===== src/rtl/serial_comp_ctrl.sv =====
// Bit-serial unsigned magnitude comparator (MSB first) behind a valid/ready handshake.
// Optional macro SERIAL_COMP_EARLY_EXIT_EN ends the compare at the first differing bit.
module serial_comp_ctrl #(
  parameter int WIDTH = 8
) (
  input  logic             clk,
  input  logic             rst_n,
  input  logic             in_valid,
  output logic             in_ready,
  input  logic [WIDTH-1:0] a,
  input  logic [WIDTH-1:0] b,
  output logic             out_valid,
  input  logic             out_ready,
  output logic             gt,
  output logic             lt,
  output logic             eq,
  output logic             busy
);

  localparam int IW = $clog2(WIDTH);

  typedef enum logic [1:0] {
    IDLE = 2'd0,
    CMP  = 2'd1,
    DONE = 2'd2
  } state_t;

  state_t           state_q, state_d;
  logic [WIDTH-1:0] a_q, a_d;
  logic [WIDTH-1:0] b_q, b_d;
  logic [IW-1:0]    idx_q, idx_d;
  // Result held one-hot as {gt, lt, eq}; all-zero means not yet decided.
  logic [2:0]       res_q, res_d;

  logic bit_a, bit_b, differ, last_bit, decided, cmp_end;

  assign bit_a    = a_q[idx_q];
  assign bit_b    = b_q[idx_q];
  assign differ   = bit_a ^ bit_b;
  assign last_bit = (idx_q == '0);
  assign decided  = |res_q;

`ifdef SERIAL_COMP_EARLY_EXIT_EN
  assign cmp_end = last_bit | differ;
`else
  assign cmp_end = last_bit;
`endif

  always_ff @(posedge clk) begin
    if (!rst_n) begin
      state_q <= IDLE;
      a_q     <= '0;
      b_q     <= '0;
      idx_q   <= '0;
      res_q   <= '0;
    end else begin
      state_q <= state_d;
      a_q     <= a_d;
      b_q     <= b_d;
      idx_q   <= idx_d;
      res_q   <= res_d;
    end
  end

  always_comb begin
    state_d = state_q;
    case (state_q)
      IDLE:    if (in_valid)  state_d = CMP;
      CMP:     if (cmp_end)   state_d = DONE;
      DONE:    if (out_ready) state_d = IDLE;
      default: state_d = IDLE;
    endcase
  end

  always_comb begin
    a_d   = a_q;
    b_d   = b_q;
    idx_d = idx_q;
    res_d = res_q;
    if (state_q == IDLE && in_valid) begin
      a_d   = a;
      b_d   = b;
      idx_d = IW'(WIDTH - 1);
      res_d = '0;
    end else if (state_q == CMP) begin
      // idx saturates at 0 so the last CMP cycle never wraps back to the MSB
      if (!last_bit) idx_d = idx_q - IW'(1);
      if (!decided) begin
        if (differ)        res_d = bit_a ? 3'b100 : 3'b010;
        else if (last_bit) res_d = 3'b001;
      end
    end
  end

  always_comb begin
    in_ready     = (state_q == IDLE);
    busy         = (state_q != IDLE);
    out_valid    = (state_q == DONE);
    {gt, lt, eq} = out_valid ? res_q : 3'b000;
  end

endmodule


===== config.mk =====
export PLATFORM = sky130hd
export DESIGN_NAME = serial_comp_ctrl
export DESIGN_NICKNAME = d
export VERILOG_FILES = /design/src/rtl/serial_comp_ctrl.sv
export SDC_FILE = /design/constraint.sdc
export NUM_CORES = 1
export LEC_CHECK = 0
export ABC_CLOCK_PERIOD_IN_PS = 1900
export CORE_MARGIN = 1.5
export CORE_UTILIZATION = 44
export CTS_CLUSTER_DIAMETER = 60
export DETAILED_ROUTE_END_ITERATION = 10
export PLACE_DENSITY = 0.74
export REMOVE_ABC_BUFFERS = 1
export SLEW_MARGIN = 0
export SYNTH_ARGS = -nofsm -noshare
export SYNTH_HDL_FRONTEND = slang
export SYNTH_SLANG_ARGS = --single-unit

===== constraint.sdc =====
create_clock -name clk -period 1.9 [get_ports clk]
set_input_delay 0.19 -clock clk [delete_from_list [all_inputs] [get_ports clk]]
set_output_delay 0.19 -clock clk [all_outputs]
set_load 0.02 [all_outputs]

==> impl_metrics.py, run 1 <==
metrics = {
    "outcome": {
        "outcome": "complete, but fails checks",
        "violations": "negative setup slack",
    },
    "timing": {
        "fmax_mhz": 520,
        "hold_slack_ns": 0.407,
        "setup_slack_ns": -0.0236,
        "drv_slew": 0,
        "min_period_ns": 1.92,
        "rsz0062_at_grt": "yes",
        "relSlewSlack_pct": 49.8,
        "period_share_pct": 101,
        "setup_viol": 2,
        "tightest_slew_ns": 0.743,
        "hold_viol": 0,
        "fin_skew_ns": 0.0101,
    },
    "layout": {
        "area_growth_pct": 30.2,
        "nets": 185,
        "final_cells": 190,
        "regArea_um2": 485,
        "layout-drive-gt1-share_pct": 15.0,
        "nFillCells": 222,
        "multi_input_area_um2": 614,
        "diodes": 0,
        "final_cell_area_mm2": 0.00150,
    },
    "global_routing": {
        "grt_start_max_net_pins": 21,
        "grt_usage_pct": 17.4,
        "antenna_found_initial": 0,
        "overflow": 0,
        "grt_pass1_vias": 899,
        "grt_first_pass_wirelength_um": 3710,
    },
    "synthesis": {
        "postSynthAreaPerCell_um2": 8.55,
        "yosysMostFrequentCell": "nand2_1",
        "netlist_area_mm2": 0.00115,
        "synth.area.top_cells": "dfxtp_1 (42%), nand2_1 (11%), mux4_1 (9.1%)",
        "synth_edf_count": 0,
        "synth_top_cell_area_share_pct": 41.6,
        "synth-seq-area-share_pct": 41.6,
        "synthesis.yosys.warnings": 0,
        "synth-seq-cells": 24,
        "yosys-top-cells-count": "nand2_1 (33), dfxtp_1 (24), a21oi_1 (20), inv_1 (12)",
        "async_reset_ff_share_pct": 0,
        "synthCells": 135,
        "synth.largest_area_cell": "dfxtp_1",
        "synth_cell_types": 27,
        "ys.flop_type": "dfxtp_1",
    },
    "clock_tree": {
        "cts_buffer_depth": 2,
        "cts_root_buffer": "clkbuf_4",
        "htreeDepth": 1,
        "clk_pin_slew_worst_paths_ns": 0.13,
        "cts_hold_buf": 0,
        "clk_latency_ns": 0.31,
        "cts_sinks": 24,
        "cts_tree": "built",
        "cts_buffers": 3,
    },
    "placement": {
        "dp_hpwl_um": 1620,
        "port-buffer-count": 25,
        "placed_cell_area_mm2": 0.00143,
        "placed_cells": 186,
        "place_ws_ns": -0.0956,
        "gp_congestion": 0.723,
    },
    "setup_path": {
        "rr_worst_depth": 7,
        "endpoint_kind": "flip-flop",
        "path_buf_inv": 2,
        "r2r-end": "res_q[1]$_SDFFE_PP0P_",
        "crit_path_start_kind": "flip-flop",
        "r2r_slack_ns": -0.02,
        "critical-path-top-delay-family": "multiplexers",
        "crit_fanout": 5,
        "cp_cell_sequence": "mux4_2 > mux2i_2 > inv_2 > ha_4 > inv_4 > o2111ai_2 > a21oi_1",
        "setup.worst_path.class": "flip-flop to flip-flop",
        "crit_arrival_ns": 2.17,
        "slowest_delay_ns": 0.52,
        "timing.rr.start": "idx_q[0]$_SDFFE_PN0P_",
        "required_ns": 2.14,
        "slowest_stage": "mux4_2",
    },
    "worst_hold_path": {
        "hold_path.class": "input port to flip-flop",
        "hold_depth": 3,
        "whs_endpoint": "b_q[4]$_SDFFE_PN0P_",
        "holdCritStartpoint": "b[4]",
    },
    "pwr": {
        "vdd_drop_max_uv": 737,
        "clkPwrFrac_pct": 23.2,
        "pwr-share-comb_pct": 26.3,
        "p_sw_share_pct": 29.4,
        "power_mw": 1.16,
        "intPower_uw": 816,
        "seq_power_share_pct": 50.6,
        "leakage_nw": 0.591,
        "power_switching_uw": 340,
        "cellPowerDensity_mw_per_mm2": 768,
    },
    "floorplanning": {
        "die-area_mm2": 0.00294,
        "io-pin-count": 26,
        "rows": 18,
        "start_util_pct": 46.6,
        "core_mm2": 0.00248,
        "die_w_um": 54.2,
        "die_h_um": 54.2,
    },
    "detailed_routing": {
        "first_pass_iters": 8,
        "vias": 972,
        "drc": 0,
        "viasPerCell": 5.12,
        "drt-initial-drc-count": 11,
        "routedWlPerCell_um": 13.1,
        "ant_nets": 0,
        "wl_um": 2490,
    },
    "job": {
        "cap_violations": 0,
    },
}
## cell usage in the layout, fill, tap and decap left out, drive strengths merged, types with 12 or more instances in the layout
cell and count:
nand2 33, a21oi 20, inv 12, dfxtp 24
clkdlybuf4s50 24
## worst reg2reg max path, delay by kind of cell, from the launching register on
kind,cells,cell delay (ns)
compound gates,2,0.33
buf+inv,2,0.13
fa+ha+maj,1,0.25
flops,1,0.41
mux,2,0.73
## how the worst max path moves through the flow
stage / from / end / slack (ns) / cells past startpoint
2_1_floorplan: idx_q[0]$_SDFFE_PN0P_ / res_q[1]$_SDFFE_PP0P_ / -0.002 / 7
3_3_place_gp: idx_q[0]$_SDFFE_PN0P_ / res_q[2]$_SDFFE_PP0P_ / -0.03 / 7
3_5_place_dp: idx_q[0]$_SDFFE_PN0P_ / res_q[1]$_SDFFE_PP0P_ / -0.1 / 7
4_1_cts: idx_q[0]$_SDFFE_PN0P_ / res_q[1]$_SDFFE_PP0P_ / -0.006 / 6
5_1_grt: idx_q[0]$_SDFFE_PN0P_ / res_q[2]$_SDFFE_PP0P_ / -0.1 / 7
6_report: idx_q[0]$_SDFFE_PN0P_ / res_q[1]$_SDFFE_PP0P_ / -0.02 / 7
## state kept, by name, summed over array words and instances, names as in the netlist
signal and flops:
res_q 3, idx_q 3, state_q 2, a_q 8, b_q 8
## power groups by stage
stage | registers, mW | logic, mW | clock network [mW]
2_1_floorplan | 0.579 | 0.161 | 0
3_3_place_gp | 0.586 | 0.254 | 0
3_5_place_dp | 0.588 | 0.264 | 0
4_1_cts | 0.579 | 0.277 | 0.271
5_1_grt | 0.590 | 0.339 | 0.290
6_report | 0.584 | 0.304 | 0.268
## metrics by stage
step            TNS, ns  utilization, %
3_3_place_gp    -0.0551            57.7
6_report        -0.0404            60.7
3_5_place_dp     -0.190            57.7
2_1_floorplan  -0.00465               -
4_1_cts        -0.00630            59.7
5_1_grt          -0.186            60.7
## final cells by class
| cell class | count | share of cell area [%] |
|---|---|---|
| Timing Repair Buffer | 29 | 18.8 |
| Clock buffer | 4 | 2.41 |
| Inverter | 12 | 3.16 |
| Multi-Input combinational cell | 91 | 40.8 |
| Tap cell | 30 | 2.50 |
| Sequential cell | 24 | 32.3 |
## what timing repair did
item	CTS	global route
pin swaps	2	3
buffers inserted	0	0
resized for setup	7	12
endpoints found under the setup margin	5	6
## kinds of logic after synthesis
| family | Yosys count | synth area share (%) |
|---|---|---|
| and+or+nand+nor | 51 | 21.2 |
| adders and majority gates | 4 | 4.33 |
| AOI/OAI and AO/OA | 30 | 14.3 |
| muxes | 6 | 10.8 |
| DFF | 24 | 41.6 |
| buffers and inverters | 20 | 7.69 |
## metal layers
layer  part of all wire (%)  up-vias  GRT usage, %
met2                     52       31          31.7
met1                     42      437          19.6
li1                       -      502             -
met4                   0.56        0          3.75
met5                      0        -             0
met3                    5.0        2          5.74
No activity file was read; power rests on OpenSTA's default activity.
==> run 2, diff against run 1 <==
CAP_MARGIN = 20   (was default)
TNS_END_PERCENT = 1   (was default)
==> run 2 against run 1 <==
  * The flow still finishes with violations (negative setup slack)
  * Utilization increased by 0.050 points
  * First-iteration DRC count increased by 45%
  * Die area unchanged
  * Critical path depth decreased by 1
  * Critical endpoint unchanged
  * Largest power group unchanged
  * Non-clock buffer count unchanged
==> impl_metrics.py, run 2 (synthesized netlist as in run 1, its figures left out) <==
metrics = {
    "outcome": {
        "outcome": "complete, but fails checks",
        "violations": "negative setup slack",
    },
    "detailed_routing": {
        "viasPerCell": 5.18,
        "routed-wl-met3_um": 130,
        "drt-initial-drc-count": 16,
        "vias": 984,
        "dr_wl_met2_um": 1250,
        "dr.max_layer_used": "met4",
        "routedWlPerCell_um": 12.6,
        "ant_nets": 0,
        "first_pass_iters": 4,
        "met1_length_um": 957,
        "drc": 0,
        "wl_um": 2390,
    },
    "floorplanning": {
        "die_w_um": 54.2,
        "die_h_um": 54.2,
        "io-pin-count": 26,
        "start_util_pct": 46.6,
        "die-area_mm2": 0.00294,
        "core_mm2": 0.00248,
        "rows": 18,
    },
    "timing": {
        "hold_slack_ns": 0.417,
        "rsz0062_at_grt": "yes",
        "setup_tns_ns": -0.101,
        "drv_slew": 0,
        "min_period_ns": 1.96,
        "period_share_pct": 103,
        "fmax_mhz": 510,
        "hold_viol": 0,
        "fin_skew_ns": 0.00535,
        "relSlewSlack_pct": 42.1,
        "setup_viol": 2,
        "setup_slack_ns": -0.0615,
        "tightest_slew_ns": 0.857,
    },
    "layout": {
        "utilization_pct": 60.8,
        "layout_commonest_cell": "nand2_1",
        "layout-drive-gt1-share_pct": 12.5,
        "area_growth_pct": 30.3,
        "reg_top3": "a_q: 8 flops, b_q: 8 flops",
        "nets": 185,
        "final_cell_area_mm2": 0.00151,
        "final_cell_mix": "nand2_1 (33), clkdlybuf4s50_1 (24), dfxtp_1 (22), a21oi_1 (19), inv_1 (11)",
        "diodes": 0,
    },
    "worst_hold_path": {
        "holdCritStartpoint": "b[4]",
        "hold_depth": 3,
        "hold_path.class": "input port to flip-flop",
        "whs_endpoint": "b_q[4]$_SDFFE_PN0P_",
    },
    "pwr": {
        "clkPwrFrac_pct": 22.8,
        "power_switching_uw": 327,
        "leakage_nw": 0.606,
        "intPower_uw": 810,
        "cellPowerDensity_mw_per_mm2": 755,
        "p_sw_share_pct": 28.8,
        "pwr-share-comb_pct": 26.0,
        "vdd_drop_max_uv": 745,
        "seq_power_share_pct": 51.1,
    },
    "setup_path": {
        "timing.rr.start": "idx_q[0]$_SDFFE_PN0P_",
        "r2r-end": "res_q[1]$_SDFFE_PP0P_",
        "endpoint_kind": "flip-flop",
        "required_ns": 2.14,
        "crit_path_start_kind": "flip-flop",
        "r2r_slack_ns": -0.06,
        "cp-startpoint": "idx_q[0]$_SDFFE_PN0P_",
        "crit_fanout": 5,
        "setup.worst_path.class": "flip-flop to flip-flop",
        "rr_worst_depth": 6,
        "crit_arrival_ns": 2.21,
    },
    "clock_tree": {
        "cts_setup_buffers": 0,
        "cts_buffer_depth": 2,
        "cts_root_buffer": "clkbuf_4",
        "cts_tree": "built",
        "cts_hold_buf": 0,
        "clk_pin_slew_worst_paths_ns": 0.13,
        "cts_buffers": 3,
        "cts_sinks": 24,
        "htreeDepth": 1,
        "clk_latency_ns": 0.31,
    },
    "placement": {
        "placed_cell_area_mm2": 0.00143,
        "port-buffer-count": 25,
        "gp_congestion": 0.723,
        "place_ws_ns": -0.0956,
        "dp_hpwl_um": 1620,
    },
    "global_routing": {
        "grt_usage_pct": 17.2,
        "grt_pass1_vias": 902,
        "overflow": 0,
        "grt_first_pass_wirelength_um": 3660,
        "antenna_found_initial": 0,
        "grt_start_max_net_pins": 21,
    },
    "job": {
        "cap_violations": 0,
    },
}
## run 2: metrics by stage
| step | total power [mW] | std cells |
|---|---|---|
| final | 1.14 | 190 |
| after detailed placement | 0.852 | 186 |
| after floorplan | 0.740 | 127 |
| after CTS | 1.11 | 190 |
| after global placement | 0.840 | 186 |
| after global routing | 1.20 | 190 |
## run 2: power by group through the flow
stage | sequential [mW] | clock (mW) | combinational (mW)
CTS | 0.577 | 0.271 | 0.265
finish | 0.581 | 0.260 | 0.296
global placement | 0.586 | 0 | 0.254
global route | 0.588 | 0.286 | 0.330
detailed placement | 0.588 | 0 | 0.264
floorplan | 0.579 | 0 | 0.161
## run 2: metal layers
metal,global-route usage (%),up-vias
met5,0,-
met4,3.75,0
met3,6.01,6
met2,31.3,35
met1,19.2,443
li1,-,500
## run 2: worst max-delay path, stage by stage, from the launching register on
cell and delay [ns]:
dfxtp_4 0.40, mux4_1 0.57, mux2i_2 0.25, ha_4 0.25, inv_2 0.09, o2111ai_2 0.15, a21oi_1 0.18
## run 2: area by class of cell
cell class                 instances  area (um2)
sequential                        24         485
multi-input combinational         91         618
clock buffer                       4        36.3
fill                             216         972
inverter                          12        45.0
tap                               30        37.5
timing repair buffer              29         283
## run 2: what timing repair did
item,CTS,global route
endpoints found under the setup margin,5,6
gates resized for setup,3,11
pin swaps,1,3
## run 2: how the worst max path moves through the flow
stage                                  endpoint  slack, ns  cells after the start
after floorplan           res_q[1]$_SDFFE_PP0P_     -0.002                      7
after global placement    res_q[2]$_SDFFE_PP0P_      -0.03                      7
after detailed placement  res_q[1]$_SDFFE_PP0P_       -0.1                      7
after CTS                 res_q[1]$_SDFFE_PP0P_      -0.05                      7
after global routing      res_q[1]$_SDFFE_PP0P_      -0.12                      6
final                     res_q[1]$_SDFFE_PP0P_      -0.06                      6
==> run 3, diff against run 2 <==
GPL_TIMING_DRIVEN = 1   (was default)
==> results of run 3 <==
No change in the layout: final DEF, timing and power equal those of run 2.
